<file path="src/rtl/tile_grid_renderer_if.sv">
// Bundle of the pixel, tile-write, clear and colour signals of tile_grid_renderer.
//   master: drives pixel coordinates, write requests, clear and cursor; sees
//           wr_ready/wr_err and the rendered colour.
//   slave : the renderer side (inverse directions).
interface tile_grid_renderer_if;
    logic [9:0] px;
    logic [9:0] py;
    logic       pix_valid;
    logic       wr_en;
    logic [2:0] wr_x;
    logic [2:0] wr_y;
    logic [5:0] wr_val;
    logic       wr_ready;
    logic       wr_err;
    logic       clr_req;
    logic [2:0] cur_x;
    logic [2:0] cur_y;
    logic [9:0] oRed;
    logic [9:0] oGreen;
    logic [9:0] oBlue;
    logic       o_valid;
    logic       o_hit;

    modport master (
        output px, py, pix_valid, wr_en, wr_x, wr_y, wr_val, clr_req, cur_x, cur_y,
        input  wr_ready, wr_err, oRed, oGreen, oBlue, o_valid, o_hit
    );

    modport slave (
        input  px, py, pix_valid, wr_en, wr_x, wr_y, wr_val, clr_req, cur_x, cur_y,
        output wr_ready, wr_err, oRed, oGreen, oBlue, o_valid, o_hit
    );
endinterface

</file>
<file path="src/rtl/tile_grid_renderer.sv">
// Tile grid renderer: a GRID_W x GRID_H grid of 6-bit cells drawn as square
// tiles, with a cursor tile highlighted by a white border.
//   iCLK      : clock, all state on the rising edge
//   iRST      : asynchronous active-high reset
//   bus.slave : px/py/pix_valid pixel stream in, oRed/oGreen/oBlue/o_valid/o_hit
//               out 2 cycles later; wr_* tile writes with wr_ready/wr_err;
//               clr_req clears the grid one cell per cycle; cur_x/cur_y cursor.
module tile_grid_renderer #(
    parameter int unsigned GRID_W    = 4,
    parameter int unsigned GRID_H    = 4,
    parameter int unsigned BLOCK_DIM = 100,
    parameter int unsigned MARGIN    = 10,
    parameter int unsigned X_OFF     = 100,
    parameter int unsigned Y_OFF     = 20,
    parameter int unsigned BORDER    = 3
) (
    input logic                 iCLK,
    input logic                 iRST,
    tile_grid_renderer_if.slave bus
);
    localparam int unsigned NCells = GRID_W * GRID_H;
    localparam int unsigned IdxW   = (NCells > 1) ? $clog2(NCells) : 1;
    localparam int unsigned Pitch  = BLOCK_DIM + MARGIN;

    typedef enum logic [0:0] {IDLE, CLEAR} state_t;

    logic [5:0]      cells_q [NCells];
    state_t          state_q;
    logic [IdxW-1:0] clr_idx_q;
    logic            wr_ready_q;
    logic            wr_err_q;

    // Stage-1 tile decode: one comparator pair per column and per row.
    logic [31:0] lo_x, lo_y;
    logic        col_hit, row_hit;
    logic [2:0]  col, row;
    logic [9:0]  lx, ly;

    always_comb begin
        lo_x    = '0;
        lo_y    = '0;
        col_hit = 1'b0;
        row_hit = 1'b0;
        col     = '0;
        row     = '0;
        lx      = '0;
        ly      = '0;
        for (int unsigned c = 0; c < GRID_W; c++) begin
            lo_x = X_OFF + MARGIN + Pitch * c;
            if ({22'd0, bus.px} >= lo_x && {22'd0, bus.px} < lo_x + BLOCK_DIM) begin
                col_hit = 1'b1;
                col     = 3'(c);
                lx      = bus.px - 10'(lo_x);
            end
        end
        for (int unsigned r = 0; r < GRID_H; r++) begin
            lo_y = Y_OFF + MARGIN + Pitch * r;
            if ({22'd0, bus.py} >= lo_y && {22'd0, bus.py} < lo_y + BLOCK_DIM) begin
                row_hit = 1'b1;
                row     = 3'(r);
                ly      = bus.py - 10'(lo_y);
            end
        end
    end

    logic       s1_valid_q, s1_hit_q;
    logic [2:0] s1_col_q, s1_row_q;
    logic [9:0] s1_lx_q, s1_ly_q;

    always_ff @(posedge iCLK or posedge iRST) begin
        if (iRST) begin
            s1_valid_q <= 1'b0;
            s1_hit_q   <= 1'b0;
            s1_col_q   <= '0;
            s1_row_q   <= '0;
            s1_lx_q    <= '0;
            s1_ly_q    <= '0;
        end else begin
            s1_valid_q <= bus.pix_valid;
            s1_hit_q   <= col_hit & row_hit;
            s1_col_q   <= col;
            s1_row_q   <= row;
            s1_lx_q    <= lx;
            s1_ly_q    <= ly;
        end
    end

    function automatic logic [29:0] palette(input logic [5:0] v);
        case (v)
            6'd0:    palette = {10'h0C0, 10'h0C0, 10'h0C0};
            6'd1:    palette = {10'h000, 10'h3FF, 10'h3FF};
            6'd2:    palette = {10'h3FF, 10'h000, 10'h3FF};
            6'd3:    palette = {10'h3FF, 10'h3FF, 10'h000};
            6'd4:    palette = {10'h000, 10'h000, 10'h3FF};
            default: palette = {10'h3FF, 10'h000, 10'h000};
        endcase
    endfunction

    // Stage 2: cell lookup reads the live registers, so a write lands one
    // cycle after it is accepted.
    logic [IdxW-1:0] rd_idx;
    logic            cur_in_range, on_cursor, on_border;
    logic [29:0]     rgb_d;

    always_comb begin
        rd_idx       = IdxW'(32'(s1_row_q) * GRID_W + 32'(s1_col_q));
        cur_in_range = ({29'd0, bus.cur_x} < GRID_W) && ({29'd0, bus.cur_y} < GRID_H);
        on_cursor    = cur_in_range && s1_col_q == bus.cur_x && s1_row_q == bus.cur_y;
        on_border    = ({22'd0, s1_lx_q} < BORDER) || ({22'd0, s1_lx_q} >= BLOCK_DIM - BORDER) ||
                       ({22'd0, s1_ly_q} < BORDER) || ({22'd0, s1_ly_q} >= BLOCK_DIM - BORDER);
        rgb_d        = '0;
        if (s1_valid_q && s1_hit_q) begin
            if (on_cursor && on_border) rgb_d = {30{1'b1}};
            else                        rgb_d = palette(cells_q[rd_idx]);
        end
    end

    logic [9:0] red_q, green_q, blue_q;
    logic       o_valid_q, o_hit_q;

    always_ff @(posedge iCLK or posedge iRST) begin
        if (iRST) begin
            red_q     <= '0;
            green_q   <= '0;
            blue_q    <= '0;
            o_valid_q <= 1'b0;
            o_hit_q   <= 1'b0;
        end else begin
            {red_q, green_q, blue_q} <= rgb_d;
            o_valid_q <= s1_valid_q;
            o_hit_q   <= s1_valid_q & s1_hit_q;
        end
    end

    // Cell storage, write port and clear sequencer.
    logic            wr_in_range;
    logic [IdxW-1:0] wr_idx;

    always_comb begin
        wr_in_range = ({29'd0, bus.wr_x} < GRID_W) && ({29'd0, bus.wr_y} < GRID_H);
        wr_idx      = IdxW'(32'(bus.wr_y) * GRID_W + 32'(bus.wr_x));
    end

    always_ff @(posedge iCLK or posedge iRST) begin
        if (iRST) begin
            for (int unsigned i = 0; i < NCells; i++) cells_q[i] <= '0;
            state_q    <= IDLE;
            clr_idx_q  <= '0;
            wr_ready_q <= 1'b1;
            wr_err_q   <= 1'b0;
        end else begin
            wr_err_q <= 1'b0;
            case (state_q)
                IDLE: begin
                    // clr_req wins over a simultaneous write.
                    if (bus.clr_req) begin
                        state_q    <= CLEAR;
                        clr_idx_q  <= '0;
                        wr_ready_q <= 1'b0;
                    end else if (bus.wr_en && wr_ready_q) begin
                        if (wr_in_range) cells_q[wr_idx] <= bus.wr_val;
                        else             wr_err_q        <= 1'b1;
                    end
                end
                CLEAR: begin
                    cells_q[clr_idx_q] <= '0;
                    if (clr_idx_q == IdxW'(NCells - 1)) begin
                        state_q    <= IDLE;
                        wr_ready_q <= 1'b1;
                    end else begin
                        clr_idx_q <= clr_idx_q + 1'b1;
                    end
                end
                default: state_q <= IDLE;
            endcase
        end
    end

    assign bus.oRed     = red_q;
    assign bus.oGreen   = green_q;
    assign bus.oBlue    = blue_q;
    assign bus.o_valid  = o_valid_q;
    assign bus.o_hit    = o_hit_q;
    assign bus.wr_ready = wr_ready_q;
    assign bus.wr_err   = wr_err_q;
endmodule

</file>
<file path="src/flat_wrapper.sv">
// flat-port wrapper written by rule: the top's interface ports become plain ports
module tile_grid_renderer_flat 
#(
    parameter int unsigned GRID_W    = 4,
    parameter int unsigned GRID_H    = 4,
    parameter int unsigned BLOCK_DIM = 100,
    parameter int unsigned MARGIN    = 10,
    parameter int unsigned X_OFF     = 100,
    parameter int unsigned Y_OFF     = 20,
    parameter int unsigned BORDER    = 3
)
  (iCLK, iRST, bus_px, bus_py, bus_pix_valid, bus_wr_en, bus_wr_x, bus_wr_y, bus_wr_val, bus_clr_req, bus_cur_x, bus_cur_y, bus_wr_ready, bus_wr_err, bus_oRed, bus_oGreen, bus_oBlue, bus_o_valid, bus_o_hit);
  tile_grid_renderer_if bus_i ();
  input logic iCLK;
  input logic iRST;
  input wire logic [$bits(bus_i.px)-1:0] bus_px;
  input wire logic [$bits(bus_i.py)-1:0] bus_py;
  input wire logic [$bits(bus_i.pix_valid)-1:0] bus_pix_valid;
  input wire logic [$bits(bus_i.wr_en)-1:0] bus_wr_en;
  input wire logic [$bits(bus_i.wr_x)-1:0] bus_wr_x;
  input wire logic [$bits(bus_i.wr_y)-1:0] bus_wr_y;
  input wire logic [$bits(bus_i.wr_val)-1:0] bus_wr_val;
  input wire logic [$bits(bus_i.clr_req)-1:0] bus_clr_req;
  input wire logic [$bits(bus_i.cur_x)-1:0] bus_cur_x;
  input wire logic [$bits(bus_i.cur_y)-1:0] bus_cur_y;
  output wire logic [$bits(bus_i.wr_ready)-1:0] bus_wr_ready;
  output wire logic [$bits(bus_i.wr_err)-1:0] bus_wr_err;
  output wire logic [$bits(bus_i.oRed)-1:0] bus_oRed;
  output wire logic [$bits(bus_i.oGreen)-1:0] bus_oGreen;
  output wire logic [$bits(bus_i.oBlue)-1:0] bus_oBlue;
  output wire logic [$bits(bus_i.o_valid)-1:0] bus_o_valid;
  output wire logic [$bits(bus_i.o_hit)-1:0] bus_o_hit;
  assign bus_i.px = bus_px;
  assign bus_i.py = bus_py;
  assign bus_i.pix_valid = bus_pix_valid;
  assign bus_i.wr_en = bus_wr_en;
  assign bus_i.wr_x = bus_wr_x;
  assign bus_i.wr_y = bus_wr_y;
  assign bus_i.wr_val = bus_wr_val;
  assign bus_i.clr_req = bus_clr_req;
  assign bus_i.cur_x = bus_cur_x;
  assign bus_i.cur_y = bus_cur_y;
  assign bus_wr_ready = bus_i.wr_ready;
  assign bus_wr_err = bus_i.wr_err;
  assign bus_oRed = bus_i.oRed;
  assign bus_oGreen = bus_i.oGreen;
  assign bus_oBlue = bus_i.oBlue;
  assign bus_o_valid = bus_i.o_valid;
  assign bus_o_hit = bus_i.o_hit;
  tile_grid_renderer #(.GRID_W(GRID_W), .GRID_H(GRID_H), .BLOCK_DIM(BLOCK_DIM), .MARGIN(MARGIN), .X_OFF(X_OFF), .Y_OFF(Y_OFF), .BORDER(BORDER)) u_core (.iCLK(iCLK), .iRST(iRST), .bus(bus_i));
endmodule
</file>
<file path="config.mk">
export PLATFORM = sky130hd
export DESIGN_NAME = tile_grid_renderer_flat
export DESIGN_NICKNAME = d
export VERILOG_FILES = /design/src/rtl/tile_grid_renderer_if.sv /design/src/rtl/tile_grid_renderer.sv /design/src/flat_wrapper.sv
export SDC_FILE = /design/constraint.sdc
export NUM_CORES = 1
export LEC_CHECK = 0
export BUFFER_PORTS_ARGS = -buffer_cell sky130_fd_sc_hd__buf_2
export CORE_UTILIZATION = 55
export CTS_BUF_LIST = sky130_fd_sc_hd__clkbuf_4 sky130_fd_sc_hd__clkbuf_8 sky130_fd_sc_hd__clkbuf_16
export DETAILED_ROUTE_END_ITERATION = 12
export PLACE_DENSITY_LB_ADDON = 0.05
export SETUP_SLACK_MARGIN = 0.2
export SLEW_MARGIN = 20
export SYNTH_ARGS = -nofsm -noshare
export SYNTH_HDL_FRONTEND = slang
export SYNTH_SLANG_ARGS = --single-unit
</file>
<file path="constraint.sdc">
create_clock -name iCLK -period 5.7 [get_ports iCLK]
set_input_delay 1.14 -clock iCLK [delete_from_list [all_inputs] [get_ports iCLK]]
set_output_delay 1.14 -clock iCLK [all_outputs]
set_load 0.05 [all_outputs]
</file>
* After elaboration in Yosys (flattened, before gate mapping)
Cells that the tools add are included.
Storage, ports and cells: latch bits 0, bits in writable memories 0, memories 0, memory bits (read-only) 0, bits in registers 161
Cells by class: $add $sub $neg 11, mux-type cells 50, eq/ne operators 13, divide/modulo/power cells 0, $lt $le $gt $ge 29, $mul 0, shift operators 0, reductions and logical operators 24, bitwise gates (word level) 8
Operator list (number):
- $mux W96 | 3
- $pmux W96 S2 | 1
- $pmux W30 S5 | 1
- $and A96 B96 Y96 | 1
- $bwmux W96 | 1
- $not A96 Y96 | 1
- $mux W10 | 8
- $mux W30 | 2
- $demux W6 S4 | 2
- $lt A10 B9 Y1 const B | 4
- $ge A10 B7 Y1 const B | 3
- $ge A10 B8 Y1 const B | 3
- $ge A10 B9 Y1 const B | 3
- $lt A10 B8 Y1 const B | 3
- $sub A10 B8 Y10 const B | 3
- $sub A10 B9 Y10 const B | 3
- $bmux W6 S4 | 1
- $mux W6 | 4
- $lt A10 B2 Y1 const B | 2
- $mux W1 | 18
- $logic_and A1 B1 Y1 | 17
- $ge A5 B5 Y1 const B | 3
- $not A4 Y5 | 3
- $eq A6 B2 Y1 const B | 2
- other kinds (25) | 43

* Logic depth before layout (Yosys ltp)
depth in word-level cells 11, mapped depth 9, depth with buffers taken out 8

* Worst setup path before layout
Ideal clock, no wire load.
path type input to register, start point in bus_py[2], end point reg u_core.s1_ly_q[6], required time 5562 ps, data arrival time 2856 ps, buffers on the path 2, path slack 2706 ps, setup time 138 ps, stages 9, path through ha_1 > clkbuf_1 > a311oi_1 > o311ai_1 > and3_1 > nor2b_1 > buf_2 > a2111oi_0 > a21oi_1
On the way: longest elaborated chain between the ends 6
RTL lines:
- from (decl) | RTL line flat_wrapper.sv:17 | input wire logic [$bits(bus_i.py)-1:0] bus_py;
- $ge A10 B5 Y1 / $lt A10 B8 Y1 (equally long branches) | RTL line tile_grid_renderer.sv:58 | if ({22'd0, bus.py} >= lo_y && {22'd0, bus.py} < lo_y + BLOCK_DIM) begin
- $logic_and A1 B1 Y1 | RTL line tile_grid_renderer.sv:58
- $mux W10 (3 in series) | RTL line tile_grid_renderer.sv:58
- $mux W10 * | RTL line tile_grid_renderer.sv:58
- named net u_core.ly[6] | RTL line tile_grid_renderer.sv:37 | logic [9:0] lx, ly;
- to (signal assigned) | RTL line tile_grid_renderer.sv:84 | s1_ly_q <= ly;
- to (decl) | RTL line tile_grid_renderer.sv:68 | logic [9:0] s1_lx_q, s1_ly_q;
Mark *: on every way through the listed nets, which the timed path passes. The rest lies on a longest branch. A chain may end at the register's enable or synchronous reset.

* Worst setup path in the final report
start point in bus_clr_req, end point reg u_core.cells_q[8] (netlist bit)
On the way: longest elaborated chain between the ends 2
RTL lines:
- from (decl) | RTL line flat_wrapper.sv:23 | input wire logic [$bits(bus_i.clr_req)-1:0] bus_clr_req;
- $ne A2 B2 Y1 (no source line)
- $reduce_and A3 Y1 (no source line)
- to (signal, indexed assignment) | RTL line tile_grid_renderer.sv:161 | if (wr_in_range) cells_q[wr_idx] <= bus.wr_val;
- to (decl) | RTL line tile_grid_renderer.sv:27 | logic [5:0] cells_q [NCells];
Every way passes these cells.

==> impl_metrics.py <==
metrics = {
    "setup_path": {
        "cp_data_arrival_time_ns": 3.32,
        "critPathLaunch": "bus_clr_req",
        "start_kind": "primary input",
        "worstSetupPathType": "in2reg",
        "critPathMaxFanout": 12,
        "r2r-start": "u_core.state_q",
        "endpoint_kind": "flip-flop",
        "cp.required_ns": 5.96,
    },
    "detailed_routing": {
        "firstDrtPassIters": 10,
        "antenna_left": 0,
        "routed.top_layer": "met4",
        "met2RoutedLength_um": 11010,
        "wl_met1_um": 8669,
        "wl_per_cell_um": 19.87,
        "vias": 6801,
        "wl_met3_um": 1126,
        "drtIter0Drc": 621,
        "vias_per_cell": 6.297,
        "route.detailed.drc": 2,
        "wirelength_um": 21460,
    },
    "floorplanning": {
        "initial_core_util_pct": 56.33,
        "fp.dieW_um": 121,
        "core_um2": 13830,
        "dieArea_um2": 14640,
        "io_pins": 77,
        "fp.dieH_um": 121,
        "num_rows": 43,
    },
    "pwr": {
        "irDropWorstVdd_v": 0.0002441,
        "p_leak_nw": 3.854,
        "pwr_density_cell_nw_per_um2": 365.1,
    },
    "synthesis": {
        "yosys_most_used_dff": "dfrtp_1",
        "netlist_instances": 867,
        "synthArstFlopShare_pct": 100.0,
        "syn_area_um2": 7789,
        "synth_area_leaders": "dfrtp_1 (44%), o21ai_0 (6.7%), nand2_1 (6.5%)",
        "syn_avg_cell_area_um2": 8.984,
        "synth.net_count": 932,
        "synth_top_cell_area_share_pct": 43.69,
        "synth-seq-area-share_pct": 44.03,
        "synth_edf_count": 0,
        "yosysUniqueCellTypes": 71,
        "ys_seq_elements": 137,
        "ys_warn_count": 0,
        "yosysTopAreaCell": "dfrtp_1",
    },
    "timing": {
        "worst_pin_slew_ns": 1.004,
        "fin_crit_sh_pct": 53.81,
        "hold_viol": 0,
        "period_minus_slack_ns": 3.067,
        "maxSlewViolCount": 0,
        "relSlewSlack_pct": 33.06,
        "fin_tns_setup_ns": 0,
        "fmax_mhz": 326.1,
        "rsz0062_at_grt": "false",
        "finClkSkew_ns": 0.006368,
        "setup_violations": 0,
    },
    "layout": {
        "final_cell_area_um2": 8660,
        "area_growth_syn_to_layout_pct": 11.18,
        "fin_nets": 953,
        "layout-drive-gt1-share_pct": 15.78,
        "nFillCells": 1195,
        "diodes": 0,
    },
    "cts": {
        "cts_tree": "done",
        "cts-resized-gates": 0,
        "worstSkewPairLatency_ns": 0.42,
        "clkSinkCount": 137,
        "clkTransAtPathRegs_ns": 0.06,
        "cts_buffers": 17,
        "hold_buffers": 0,
        "htreeDepth": 4,
        "cts_buffer_depth": 2,
        "cts-root-buf": "clkbuf_16",
        "postCtsSetupRepairBufs": 0,
    },
    "placement": {
        "io_buffers": 76,
        "gp_congestion": 0.9297,
        "hpwlAfterDp_um": 15100,
        "place_area_um2": 8018,
    },
    "global_routing": {
        "grt_first_pass_wirelength_um": 34190,
        "grt_max_degree": 74,
        "grt-ovfl-total": 0,
        "grt_pass1_vias": 6497,
        "antenna_found_initial": 0,
        "grtUsageTotal_pct": 30.69,
    },
    "outcome": {
        "violations": "design-rule violations",
        "status": "complete, but fails checks",
    },
    "run": {
        "maxCapViolations": 0,
    },
    "worst_hold_path": {
        "hp-start": "u_core.s1_valid_q",
        "hold_class": "reg2reg",
    },
}
==> path summary, 6_finish.rpt <==
check | slack [ns] | to | cells past startpoint
setup reg to reg | 2.67 | u_core.cells_q[8] | 5
setup / recovery | 2.63 | u_core.cells_q[8] | 6
max in group asynchronous | 3.66 | u_core.cells_q[14] | 3
hold / removal | 0.38 | u_core.bus.o_valid | 0
min in group asynchronous | 0.80 | u_core.s1_lx_q[6] | 2
hold reg to reg | 0.38 | u_core.bus.o_valid | 0
==> power breakdown <==
| group | internal [W] | total (W) | switching, W |
|---|---|---|---|
| sequential | 0.00116 | 0.00131 | 0.000156 |
| clock | 0.000764 | 0.00118 | 0.000418 |
| combinational | 0.000222 | 0.000665 | 0.000443 |
==> logic make-up after synthesis <==
| kind of cell | after synthesis | synth area share [%] |
|---|---|---|
| xor gates and xnor gates | 13 | 1.462 |
| muxes | 22 | 5.574 |
| DFF | 137 | 44.03 |
| adders and majority gates | 23 | 3.679 |
| buffers and inverters | 112 | 6.924 |
| and+or+nand+nor | 340 | 20.82 |
| AOI/OAI and AO/OA | 220 | 17.51 |
==> cell usage after synthesis (all sizes together) (4+ instances only) <==
| cell type | instances |
|---|---|
| dfrtp | 136 |
| nor3b | 7 |
| and3 | 7 |
| nor2 | 34 |
| a2111oi | 4 |
| and2 | 5 |
| or3 | 5 |
| a221oi | 4 |
| nor2b | 9 |
| nand4 | 9 |
| o221ai | 8 |
| nand2 | 134 |
| clkbuf | 38 |
| xnor2 | 9 |
| o21ai | 123 |
| mux2i | 4 |
| nor4 | 6 |
| a221o | 5 |
| ha | 22 |
| a211oi | 6 |
| o311ai | 5 |
| xor2 | 4 |
| inv | 34 |
| nand3b | 5 |
| or2 | 5 |
| a21oi | 26 |
| a21o | 4 |
| nand3 | 83 |
| o211ai | 4 |
| nor4b | 4 |
| nor3 | 18 |
| mux4 | 17 |
| buf | 40 |
==> cells in the final DEF (no fill, tap or decap), types with 5 or more instances in the layout <==
| cell type | netlist | layout |
|---|---|---|
| clkbuf_16 | 0 | 17 |
| or3_1 | 5 | 5 |
| nand3b_1 | 5 | 5 |
| buf_2 | 14 | 76 |
| nor3b_1 | 7 | 7 |
| o21ai_1 | 18 | 18 |
| a21oi_1 | 25 | 25 |
| inv_1 | 34 | 33 |
| dfrtp_1 | 136 | 136 |
| a211oi_1 | 6 | 6 |
| nor4_1 | 6 | 6 |
| mux4_2 | 17 | 17 |
| nor3_1 | 18 | 17 |
| a221o_1 | 5 | 5 |
| nand4_1 | 9 | 9 |
| o221ai_1 | 7 | 7 |
| nand2_1 | 134 | 134 |
| ha_1 | 22 | 22 |
| nor2b_1 | 9 | 9 |
| and2_1 | 5 | 5 |
| nand3_1 | 83 | 83 |
| and3_1 | 7 | 7 |
| o21ai_0 | 105 | 105 |
| xnor2_1 | 9 | 9 |
| nor2_1 | 34 | 34 |
==> routing by layer <==
| layer | track usage, % | up-vias |
|---|---|---|
| met5 | 0 | - |
| met2 | 52.54 | 259 |
| met4 | 12.42 | 0 |
| met1 | 38.79 | 3352 |
| met3 | 4.746 | 52 |
| li1 | - | 3138 |
==> layout make-up <==
cell class | instances | area (µm²) | share of cell area, %
clock buffer | 20 | 466.7 | 5.389
clock inverter | 11 | 170.2 | 1.965
inverter | 34 | 132.6 | 1.532
multi-input combinational | 618 | 3825 | 44.17
sequential | 137 | 3430 | 39.60
tap | 180 | 225.2 | 2.601
timing repair buffer | 80 | 410.4 | 4.739
==> state kept, by name (all words and copies together) (netlist names), 2 cells and up <==
name and count:
u_core.bus.oGreen 2, u_core.s1_lx_q 10, u_core.clr_idx_q 4, u_core.bus.oBlue 2
u_core.cells_q 96, u_core.s1_ly_q 10, u_core.s1_row_q 2, u_core.bus.oRed 2
u_core.s1_col_q 2
==> critical path, stage by stage <==
cell	delay [ns]
buf_2	0.11
nand4bb_1	0.21
or3_1	0.37
nor3b_1	0.60
nor2b_1	0.65
o21ai_0	0.24
==> per-stage QoR <==
stage / utilization [%] / setup slack (ns) / power [W] / std cells / hold WS, ns
after CTS: 62.59 / 2.664 / 0.003151 / 1080 / 0.3863
after global placement: 57.99 / 2.250 / 0.001943 / 1049 / 0.3626
after floorplan: - / 0.8938 / 0.001764 / 867 / 0.3540
final: 62.63 / 2.633 / 0.003161 / 1080 / 0.3790
after detailed placement: 57.99 / 2.248 / 0.001978 / 1049 / 0.3740
after global routing: 62.63 / 2.482 / 0.003307 / 1080 / 0.3901
Power figures use the tool's default switching activity.
